===== config.mk =====
export PLATFORM = sky130hd
export DESIGN_NAME = pattern_gen_flat
export DESIGN_NICKNAME = d
export VERILOG_FILES = /design/src/rtl/pattern_gen_pkg.sv /design/src/rtl/pattern_gen_if.sv /design/src/rtl/pattern_gen_bar_counter.sv /design/src/rtl/pattern_gen.sv /design/src/flat_wrapper.sv
export SDC_FILE = /design/constraint.sdc
export NUM_CORES = 1
export LEC_CHECK = 0
export BUFFER_PORTS_ARGS = -buffer_cell sky130_fd_sc_hd__buf_2
export CAP_MARGIN = 20
export CORE_UTILIZATION = 35
export DETAILED_ROUTE_END_ITERATION = 7
export PLACE_DENSITY_LB_ADDON = 0.12
export SYNTH_ARGS = -nofsm -noshare
export SYNTH_HDL_FRONTEND = slang
export SYNTH_SLANG_ARGS = --single-unit

===== constraint.sdc =====
create_clock -name clk -period 8.2 [get_ports clk]
set_input_delay 1.64 -clock clk [delete_from_list [all_inputs] [get_ports clk]]
set_output_delay 1.64 -clock clk [all_outputs]
set_load 0.02 [all_outputs]

===== src/rtl/pattern_gen_pkg.sv =====
// Shared constants for the test-pattern generator: pattern codes, colour-bar
// table and moving-bar / checkerboard geometry.
package pattern_gen_pkg;

    typedef enum logic [2:0] {
        PAT_BLACK    = 3'd0,
        PAT_WHITE    = 3'd1,
        PAT_BARS     = 3'd2,
        PAT_RAMP     = 3'd3,
        PAT_CHECKER  = 3'd4,
        PAT_MBAR     = 3'd5,
        PAT_BORDER   = 3'd6,
        PAT_RESERVED = 3'd7
    } pattern_t;

    localparam int NUM_BARS    = 8;
    localparam int MBAR_STEP   = 4;
    localparam int MBAR_WIDTH  = 16;
    localparam int CHECK_SHIFT = 5;

    // {R,G,B} full-scale enables; entry 0 is the leftmost bar (W,Y,C,G,M,R,B,K)
    localparam logic [NUM_BARS-1:0][2:0] BAR_TABLE = {
        3'b000, 3'b001, 3'b100, 3'b101, 3'b010, 3'b011, 3'b110, 3'b111
    };

endpackage


===== src/rtl/pattern_gen_if.sv =====
// Video timing in / pixel out bundle between the sync generator side (master)
// and the pattern generator (slave).
interface pattern_gen_if #(
    parameter int X_BITS     = 12,
    parameter int Y_BITS     = 12,
    parameter int COLOR_BITS = 8
);
    logic                  vs_in;
    logic                  hs_in;
    logic                  de_in;
    logic                  field_in;
    logic [X_BITS-1:0]     x_in;
    logic [Y_BITS:0]       y_in;
    logic                  vs_out;
    logic                  hs_out;
    logic                  de_out;
    logic [COLOR_BITS-1:0] r_out;
    logic [COLOR_BITS-1:0] g_out;
    logic [COLOR_BITS-1:0] b_out;

    modport master (
        output vs_in, hs_in, de_in, field_in, x_in, y_in,
        input  vs_out, hs_out, de_out, r_out, g_out, b_out
    );

    modport slave (
        input  vs_in, hs_in, de_in, field_in, x_in, y_in,
        output vs_out, hs_out, de_out, r_out, g_out, b_out
    );
endinterface


===== src/rtl/pattern_gen_bar_counter.sv =====
// Colour-bar position tracker: restarts on each de rising edge and steps the
// bar index every bar_w pixels, holding at the last (black) bar.
module bar_counter
    import pattern_gen_pkg::*;
#(
    parameter int X_BITS = 12
) (
    input  logic              clk,
    input  logic              reset,
    input  logic              de,
    input  logic [X_BITS-1:0] bar_w,
    output logic [2:0]        bar_idx
);
    localparam logic [2:0] LAST_BAR = 3'(NUM_BARS - 1);

    logic              de_d_reg;
    logic [X_BITS-1:0] bar_pos_reg;
    logic [2:0]        bar_idx_reg;

    always_ff @(posedge clk) begin
        if (reset) begin
            de_d_reg    <= 1'b0;
            bar_pos_reg <= '0;
            bar_idx_reg <= '0;
        end else begin
            de_d_reg <= de;
            if (de && !de_d_reg) begin
                bar_idx_reg <= '0;
                bar_pos_reg <= '0;
            end else if (de) begin
                if (bar_pos_reg == bar_w - X_BITS'(1) && bar_idx_reg < LAST_BAR) begin
                    bar_idx_reg <= bar_idx_reg + 3'd1;
                    bar_pos_reg <= '0;
                end else begin
                    bar_pos_reg <= bar_pos_reg + X_BITS'(1);
                end
            end
        end
    end

    assign bar_idx = bar_idx_reg;
endmodule


===== src/rtl/pattern_gen.sv =====
// Three-stage test-pattern generator: register timing, decode the pattern,
// register outputs. Pattern, bar width and moving-bar position latch at frame start.
module pattern_gen
    import pattern_gen_pkg::*;
#(
    parameter int X_BITS     = 12,
    parameter int Y_BITS     = 12,
    parameter int COLOR_BITS = 8
) (
    input  logic              clk,
    input  logic              reset,
    pattern_gen_if.slave      vid,
    input  logic [2:0]        pattern_sel,
    input  logic [X_BITS-1:0] h_active,
    input  logic [Y_BITS:0]   v_active
);
    localparam logic [X_BITS:0]       MBAR_STEP_X  = (X_BITS+1)'(MBAR_STEP);
    localparam logic [X_BITS:0]       MBAR_WIDTH_X = (X_BITS+1)'(MBAR_WIDTH);
    localparam logic [COLOR_BITS-1:0] DARK_GREY    = COLOR_BITS'(32'h20 << (COLOR_BITS - 8));

    pattern_t              sel_reg, sel_s1_reg;
    logic [X_BITS-1:0]     mbar_pos_reg, mbar_s1_reg, bar_w_reg;
    logic                  vs_s1_reg, hs_s1_reg, de_s1_reg;
    logic [X_BITS-1:0]     x_s1_reg;
    logic [Y_BITS:0]       y_s1_reg;
    logic                  vs_s2_reg, hs_s2_reg, de_s2_reg;
    logic                  vs_out_reg, hs_out_reg, de_out_reg;
    logic [COLOR_BITS-1:0] pix_out [3];

    logic                  frame_start;
    logic [X_BITS:0]       mbar_sum;
    logic [X_BITS-1:0]     bar_w_next, mbar_next;
    logic [2:0]            bar_idx;
    logic                  mbar_hit, border_hit;
    logic [2:0]            mask_next;
    logic [COLOR_BITS-1:0] level_next;

    // Only the first field's vsync counts, so both fields of a frame match.
    assign frame_start = vid.vs_in & ~vs_s1_reg & ~vid.field_in;
    assign mbar_sum    = {1'b0, mbar_pos_reg} + MBAR_STEP_X;
    assign mbar_next   = (mbar_sum >= {1'b0, h_active}) ? '0 : mbar_sum[X_BITS-1:0];
    assign bar_w_next  = ((h_active >> 3) == '0) ? X_BITS'(1) : (h_active >> 3);

    always_ff @(posedge clk) begin
        if (reset) begin
            sel_reg      <= PAT_BLACK;
            mbar_pos_reg <= '0;
            bar_w_reg    <= X_BITS'(1);
        end else if (frame_start) begin
            sel_reg      <= pattern_t'(pattern_sel);
            mbar_pos_reg <= mbar_next;
            bar_w_reg    <= bar_w_next;
        end
    end

    // Stage 1 carries the frame settings that were in force when the pixel arrived.
    always_ff @(posedge clk) begin
        if (reset) begin
            vs_s1_reg   <= 1'b0;
            hs_s1_reg   <= 1'b0;
            de_s1_reg   <= 1'b0;
            x_s1_reg    <= '0;
            y_s1_reg    <= '0;
            sel_s1_reg  <= PAT_BLACK;
            mbar_s1_reg <= '0;
        end else begin
            vs_s1_reg   <= vid.vs_in;
            hs_s1_reg   <= vid.hs_in;
            de_s1_reg   <= vid.de_in;
            x_s1_reg    <= vid.x_in;
            y_s1_reg    <= vid.y_in;
            sel_s1_reg  <= sel_reg;
            mbar_s1_reg <= mbar_pos_reg;
        end
    end

    bar_counter #(.X_BITS(X_BITS)) u_bar_counter (
        .clk     (clk),
        .reset   (reset),
        .de      (vid.de_in),
        .bar_w   (bar_w_reg),
        .bar_idx (bar_idx)
    );

    assign mbar_hit   = ({1'b0, x_s1_reg} >= {1'b0, mbar_s1_reg}) &&
                        ({1'b0, x_s1_reg} <  {1'b0, mbar_s1_reg} + MBAR_WIDTH_X);
    assign border_hit = (x_s1_reg == '0) || (x_s1_reg == h_active - X_BITS'(1)) ||
                        (y_s1_reg == '0) || (y_s1_reg == v_active - (Y_BITS+1)'(1));

    // Every pattern is a single grey level gated per component by an RGB mask.
    always_comb begin
        mask_next  = 3'b111;
        level_next = '1;
        unique case (sel_s1_reg)
            PAT_WHITE:   mask_next = 3'b111;
            PAT_BARS:    mask_next = BAR_TABLE[bar_idx];
            PAT_RAMP:    level_next = x_s1_reg[COLOR_BITS-1:0];
            PAT_CHECKER: if (!(x_s1_reg[CHECK_SHIFT] ^ y_s1_reg[CHECK_SHIFT])) mask_next = 3'b000;
            PAT_MBAR:    if (!mbar_hit) level_next = DARK_GREY;
            PAT_BORDER:  if (!border_hit) mask_next = 3'b000;
            default:     mask_next = 3'b000;
        endcase
    end

    always_ff @(posedge clk) begin
        if (reset) begin
            vs_s2_reg  <= 1'b0;
            hs_s2_reg  <= 1'b0;
            de_s2_reg  <= 1'b0;
            vs_out_reg <= 1'b0;
            hs_out_reg <= 1'b0;
            de_out_reg <= 1'b0;
        end else begin
            vs_s2_reg  <= vs_s1_reg;
            hs_s2_reg  <= hs_s1_reg;
            de_s2_reg  <= de_s1_reg;
            vs_out_reg <= vs_s2_reg;
            hs_out_reg <= hs_s2_reg;
            de_out_reg <= de_s2_reg;
        end
    end

    // Component 0 is red, 1 green, 2 blue.
    genvar gi;
    generate
        for (gi = 0; gi < 3; gi++) begin : g_comp
            logic [COLOR_BITS-1:0] pix_s2_reg;
            logic [COLOR_BITS-1:0] pix_out_reg;

            always_ff @(posedge clk) begin
                if (reset) begin
                    pix_s2_reg  <= '0;
                    pix_out_reg <= '0;
                end else begin
                    pix_s2_reg  <= mask_next[2-gi] ? level_next : '0;
                    pix_out_reg <= de_s2_reg ? pix_s2_reg : '0;
                end
            end

            assign pix_out[gi] = pix_out_reg;
        end
    endgenerate

    assign vid.vs_out = vs_out_reg;
    assign vid.hs_out = hs_out_reg;
    assign vid.de_out = de_out_reg;
    assign vid.r_out  = pix_out[0];
    assign vid.g_out  = pix_out[1];
    assign vid.b_out  = pix_out[2];
endmodule

===== src/flat_wrapper.sv =====
// flat-port wrapper written by rule: the top's interface ports become plain ports
module pattern_gen_flat import pattern_gen_pkg::*;
#(
    parameter int X_BITS     = 12,
    parameter int Y_BITS     = 12,
    parameter int COLOR_BITS = 8
)
  (clk, reset, pattern_sel, h_active, v_active, vid_vs_in, vid_hs_in, vid_de_in, vid_field_in, vid_x_in, vid_y_in, vid_vs_out, vid_hs_out, vid_de_out, vid_r_out, vid_g_out, vid_b_out);
  pattern_gen_if #(.X_BITS(X_BITS), .Y_BITS(Y_BITS), .COLOR_BITS(COLOR_BITS)) vid_i ();
  input  logic clk;
  input  logic reset;
  input  logic [2:0] pattern_sel;
  input  logic [X_BITS-1:0] h_active;
  input  logic [Y_BITS:0] v_active;
  input wire logic [$bits(vid_i.vs_in)-1:0] vid_vs_in;
  input wire logic [$bits(vid_i.hs_in)-1:0] vid_hs_in;
  input wire logic [$bits(vid_i.de_in)-1:0] vid_de_in;
  input wire logic [$bits(vid_i.field_in)-1:0] vid_field_in;
  input wire logic [$bits(vid_i.x_in)-1:0] vid_x_in;
  input wire logic [$bits(vid_i.y_in)-1:0] vid_y_in;
  output wire logic [$bits(vid_i.vs_out)-1:0] vid_vs_out;
  output wire logic [$bits(vid_i.hs_out)-1:0] vid_hs_out;
  output wire logic [$bits(vid_i.de_out)-1:0] vid_de_out;
  output wire logic [$bits(vid_i.r_out)-1:0] vid_r_out;
  output wire logic [$bits(vid_i.g_out)-1:0] vid_g_out;
  output wire logic [$bits(vid_i.b_out)-1:0] vid_b_out;
  assign vid_i.vs_in = vid_vs_in;
  assign vid_i.hs_in = vid_hs_in;
  assign vid_i.de_in = vid_de_in;
  assign vid_i.field_in = vid_field_in;
  assign vid_i.x_in = vid_x_in;
  assign vid_i.y_in = vid_y_in;
  assign vid_vs_out = vid_i.vs_out;
  assign vid_hs_out = vid_i.hs_out;
  assign vid_de_out = vid_i.de_out;
  assign vid_r_out = vid_i.r_out;
  assign vid_g_out = vid_i.g_out;
  assign vid_b_out = vid_i.b_out;
  pattern_gen #(.X_BITS(X_BITS), .Y_BITS(Y_BITS), .COLOR_BITS(COLOR_BITS)) u_core (.clk(clk), .reset(reset), .vid(vid_i), .pattern_sel(pattern_sel), .h_active(h_active), .v_active(v_active));
endmodule

After elaboration in Yosys (flattened, before gate mapping)
Memory sizes are Yosys's and may differ from the RTL's. A register that Yosys moved wholly into a read port is not among the register bits. Cells that the tools add are included.

Reduce and logical (&&, ||, !) cells: 17. Mux-type cells: 11. $add $sub $neg: 7. Eq/ne operators: 9. Bitwise operators: 9. Magnitude comparators: 5.

Operators by type and width (count): == test 12 bit (2); zero test 12 bit (2); two-way mux 12 bit (2); subtractor 12 x 1 -> 12 bit (second input constant) (2); case mux 8 bit (2 select lines) (1); two-way mux 3 bit (5); adder 12 x 3 -> 13 bit (second input constant) (1); adder 12 x 5 -> 13 bit (second input constant) (1); == test 13 bit (1); >= comparator 13 x 12 -> 1 bit (1); zero test 13 bit (1); < comparator 12 x 13 -> 1 bit (1); subtractor 13 x 1 -> 13 bit (second input constant) (1); adder 12 x 1 -> 12 bit (second input constant) (1); >= comparator 12 bit (1); case mux 3 bit (4 select lines) (1); OR reduction 2 bit (5); == test 3 bit (second input constant) (3); two-way mux 9 bit (1); two-way mux 8 bit (1); == test 3 x 2 -> 1 bit (second input constant) (2); NOT 1 bit (6); < comparator 3 x 4 -> 1 bit (second input constant) (1); adder 3 x 1 -> 3 bit (second input constant) (1); 9 further kinds (14).

Flip-flop bits (word level): 139. Output and inout port bits: 27. Memories: 1. Input bits: 59. ROM bits: 24. Logic and storage cells: 83.

Memories: (name not given) (depth 8, width 3, read ports 1, clocked after memory_dff 1, wr ports 0, RTL line pattern_gen.sv:96) `PAT_BARS: mask_next = BAR_TABLE[bar_idx];`.

Depth between registers and ports, before layout
Depth in word-level cells: 9. Mapped depth: 12. Gate-level depth less buffers: 12.

Hierarchy
From an unflattened synthesis, not the netlist that was laid out.

Cells, all modules: 732. Area, all modules: 6481.2 sq um.

Modules (own cells, without submodules): pattern_gen (instances 1, seq. area each 2342.2 sq um, cells each 589, area each 5305.1 sq um); bar_counter (instances 1, seq. area each 320.3 sq um, cells each 143, area each 1176.1 sq um).

Least setup slack after synthesis
No wires, ideal clock.

Kind: input to register. Start: input v_active[2]. End: register u_core.g_comp[0].pix_s2_reg[2]. Arrival: 3666 ps. Data required time: 8084 ps. Stages: 8. Path slack: 4418 ps. Buffers on the path: 1. Setup time: 116 ps. Path through: clkbuf_1 > or4_1 > nor3_2 > mux2i_1 > o31a_1 > o2111ai_2 > nand3_2 > o211a_1.

Cells in the longest elaborated chain, start to end: 7.

RTL lines: from (decl) (RTL line flat_wrapper.sv:14) `input logic [Y_BITS:0] v_active;`; subtractor 13 x 1 -> 13 bit (RTL line pattern_gen.sv:88) `(y_s1_reg == '0) || (y_s1_reg == v_active - (Y_BITS+1)'(1));`; == test 13 bit (RTL line pattern_gen.sv:88); logical OR 1 bit (RTL line pattern_gen.sv:88); two-way mux 3 bit (RTL line pattern_gen.sv:100) `PAT_BORDER: if (!border_hit) mask_next = 3'b000;`; case mux 3 bit (4 select lines) (RTL line pattern_gen.sv:94) `unique case (sel_s1_reg)`; NOT 1 bit (no source line); OR reduction 2 bit (no source line); to (signal assigned) (RTL line pattern_gen.sv:135) `pix_s2_reg <= mask_next[2-gi] ? level_next : '0;`; to (decl) (RTL line pattern_gen.sv:127) `logic [COLOR_BITS-1:0] pix_s2_reg;`.

Every way passes these cells. A chain may end at the register's enable or synchronous reset.

Final worst setup path
Start: input h_active[0]. End: register u_core.g_comp[1].pix_s2_reg[3].

Cells in the longest elaborated chain, start to end: 9.

RTL lines: from (decl) (RTL line flat_wrapper.sv:13) `input logic [X_BITS-1:0] h_active;`; subtractor 12 x 1 -> 12 bit (RTL line pattern_gen.sv:87) `assign border_hit = (x_s1_reg == '0) || (x_s1_reg == h_active - X_BITS'(1)) ||`; == test 12 bit (RTL line pattern_gen.sv:87); logical OR 1 bit (2 in series) (RTL line pattern_gen.sv:87); logical OR 1 bit (RTL line pattern_gen.sv:88); two-way mux 3 bit (RTL line pattern_gen.sv:100); case mux 3 bit (4 select lines) (RTL line pattern_gen.sv:94); NOT 1 bit (no source line); OR reduction 2 bit (no source line); to (signal assigned) (RTL line pattern_gen.sv:135); to (decl) (RTL line pattern_gen.sv:127).

Every way passes these cells.

==> results.md <==
- Status: complete, but fails checks
- Failing checks: design-rule violations
- Yosys warning total: 0
- Max_slew headroom: 0.4155
- Top post-synthesis cells by count: dfxtp_1, nor2b_1, nand2_1, xnor2_1, ha_1
- Total CTS buffers: 17
- RSZ-0062 raised after global routing: no
- CTS Buffer Depth: 2
- Async set-reset flop share out of synthesis: 0
- Fmax: 265.9 MHz
- Crit path DAT: 4.06 ns
- Synth Flop Type: dfxtp_1
- Final Hold Fails: 0
- Mapped Cells: 707
- Die Footprint: 19,220 um^2
- Number of antenna violations at the first check in global routing: 0
- PortBufs: 85
- H-tree depth: 4
- Leading cell type by number of instances after synthesis: dfxtp_1
- DRT Pass-1 Iters: 8
- CTS root buffer: clkbuf_16
- Worst vdd ir: 0.0001430 V
- Post-Syn Area: 6534 um^2
- Mapped Avg Cell Area: 9.242 um^2
- Slew Viols, Final: 0
- # diodes: 0
- Clk sinks: 135
- Worst skew pair latency: 0.42 ns
- Area grow syn2layout: 19.15%
- Crit-path max FO: 7
- Max reg flops: 24
- Share of cells above drive strength 1: 0.1685
- Total gr overflow: 0
- Vias per inst: 5.114
- Multiplexer share of the synthesized area: 0.004596
- Reg2reg path depth: 7
- Adder-cell share of the synthesized area: 0.06894
- Post-CTS Hold Buffers: 0
- Syn nets: 802
- Post-cts sizing count: 0
- Compound-Gate Fraction of Synth Area: 0.1408
- Setup slack after placement: 4.042 ns
- Largest net degree at the start of global routing: 76
- Rows: 49
- Synth Area in Simple Gates: 0.2549
- Worst hold path type: reg -> reg
- Proportion of synthesized chip area in sequential cells: 0.4136
- Fillers: 1,801
- Residual DRC: 14
- Pwr dens: 205.4 nW/um^2
- Placed wire-length estimate: 12.02 mm
- CTS tree: yes
- Req. time, crit path: 8.50 ns
- Final clock period utilization by the worst path: 0.4586
- Layout Nets: 883
- DR vias: 5,267
- Critical Path Start Type: primary input
- Flop and latch count out of synthesis: 135
- Die Y: 138.6 um
- Largest family of logic cells by synthesized area: simple AND/OR/NAND/NOR gates
- Post-CTS setup repair buffer count: 0
- Fin worst setup slack: 4.439 ns
- Setup TNS: 0 ns
- Slew @ Worst Pin: 0.8750 ns
- Ports: 86
- Fin Clk Skew: 0.006831 ns
- Minimum clock period: 3.761 ns
- Drt total wl: 15.82 mm
- WS Path Type: in -> reg
- Core Area: 18,150 um^2
- Setup violations, final: 0
- Clock transition at path regs: 0.06 ns
- Largest cells by area after synthesis: dfxtp_1, ha_1, xnor2_1
- Routed len/inst: 15.36 um
- XOR/XNOR Fraction of Synth Area: 0.08177
- Starting Density: 0.3600
- First-pass GRT wire length: 25.63 mm
- Worst setup EP type: flip-flop
- Distinct cells, synth: 64
- GPL Wtd Cong: 0.8270
- Initial DRC count: 259
- Synth top area share: 0.4136
- Hold Crit Depth: 1
- Die W: 138.6 um
- Max Cap Viol: 0
- Antenna Violating Nets Remaining: 0
- Post-synth EDFFs: 0
- Vias in the first global route: 5,196
- Post-synth top area cell: dfxtp_1
- GR Util All Layers: 0.1690
- Pleak: 3.394 nW
routing by layer:
metal | GRT usage | share of wire | wire length [um]
met2 | 0.2837 | 0.46 | 7339
met1 | 0.2109 | 0.48 | 7650
met4 | 0.05614 | 0.015 | 239
met5 | 0 | 0 | 0
met3 | 0.04316 | 0.037 | 587
layout by cell type, fill, tap and decap left out, drive strengths merged, types with 27 or more instances in the layout:
cell type / n
ha: 36
buf: 89
nor3: 30
nor2: 27
xnor2: 38
nor2b: 50
dfxtp: 135
inv: 38
nand2: 46
cell type report:
cell class              instances  area [um^2]  share of cell area
clock inverters                11        136.4             0.01752
inverters                      34        127.6             0.01639
well taps                     229        286.5             0.03680
multi-input cells             511         3605              0.4630
clock buffers                  21        470.5             0.06043
repair buffers                 89        456.7             0.05866
flip-flops and latches        135         2703              0.3472
critical path, stage by stage:
cell and delay (ns):
buf_2 0.15, inv_1 0.09, ha_1 0.23, nor3b_1 0.48, and4_1 0.31, xor2_1 0.08
a311oi_1 0.30, o41a_1 0.38, nand3_2 0.21, o211a_1 0.19
final timing paths:
kind	from	to	slack (ns)
max	h_active[0]	u_core.g_comp[1].pix_s2_reg[3]$_SDFF_PP0_	4.44
min reg2reg	u_core.g_comp[0].pix_s2_reg[4]$_SDFF_PP0_	u_core.vid.r_out[4]$_SDFF_PP0_	0.42
min	u_core.g_comp[0].pix_s2_reg[4]$_SDFF_PP0_	u_core.vid.r_out[4]$_SDFF_PP0_	0.42
max reg2reg	u_core.bar_w_reg[2]$_SDFFE_PP0P_	u_core.u_bar_counter.bar_pos_reg[4]$_SDFFE_PP0P_	4.89
through the flow:
step | cells | power, mW | hold slack, ns | area [um^2] | util
6_report | 1030 | 1.599 | 0.4242 | 7785 | 0.4290
5_1_grt | 1030 | 1.672 | 0.4395 | 7785 | 0.4290
4_1_cts | 1027 | 1.620 | 0.4239 | 7761 | 0.4277
3_5_place_dp | 995 | 0.8452 | 0.4097 | 7154 | 0.3942
3_3_place_gp | 995 | 0.8407 | 0.4214 | 7154 | 0.3942
2_1_floorplan | 707 | 0.7937 | 0.4057 | 6534 | -
kinds of logic after synthesis:
family	after synthesis
buffers and inverters	61
AND/OR/NAND/NOR	289
AO/OA/AOI/OAI	122
flip-flops	135
adder cells (fa/ha/maj)	36
XOR/XNOR	61
multiplexers	3
report_power, final:
group          switching, mW  total [mW]  leakage, nW  internal (mW)
Combinational         0.0784       0.140         2.00         0.0616
Clock                  0.291       0.768        0.291          0.477
Sequential            0.0200       0.692         1.10          0.672
Power figures use the tool's default switching activity.
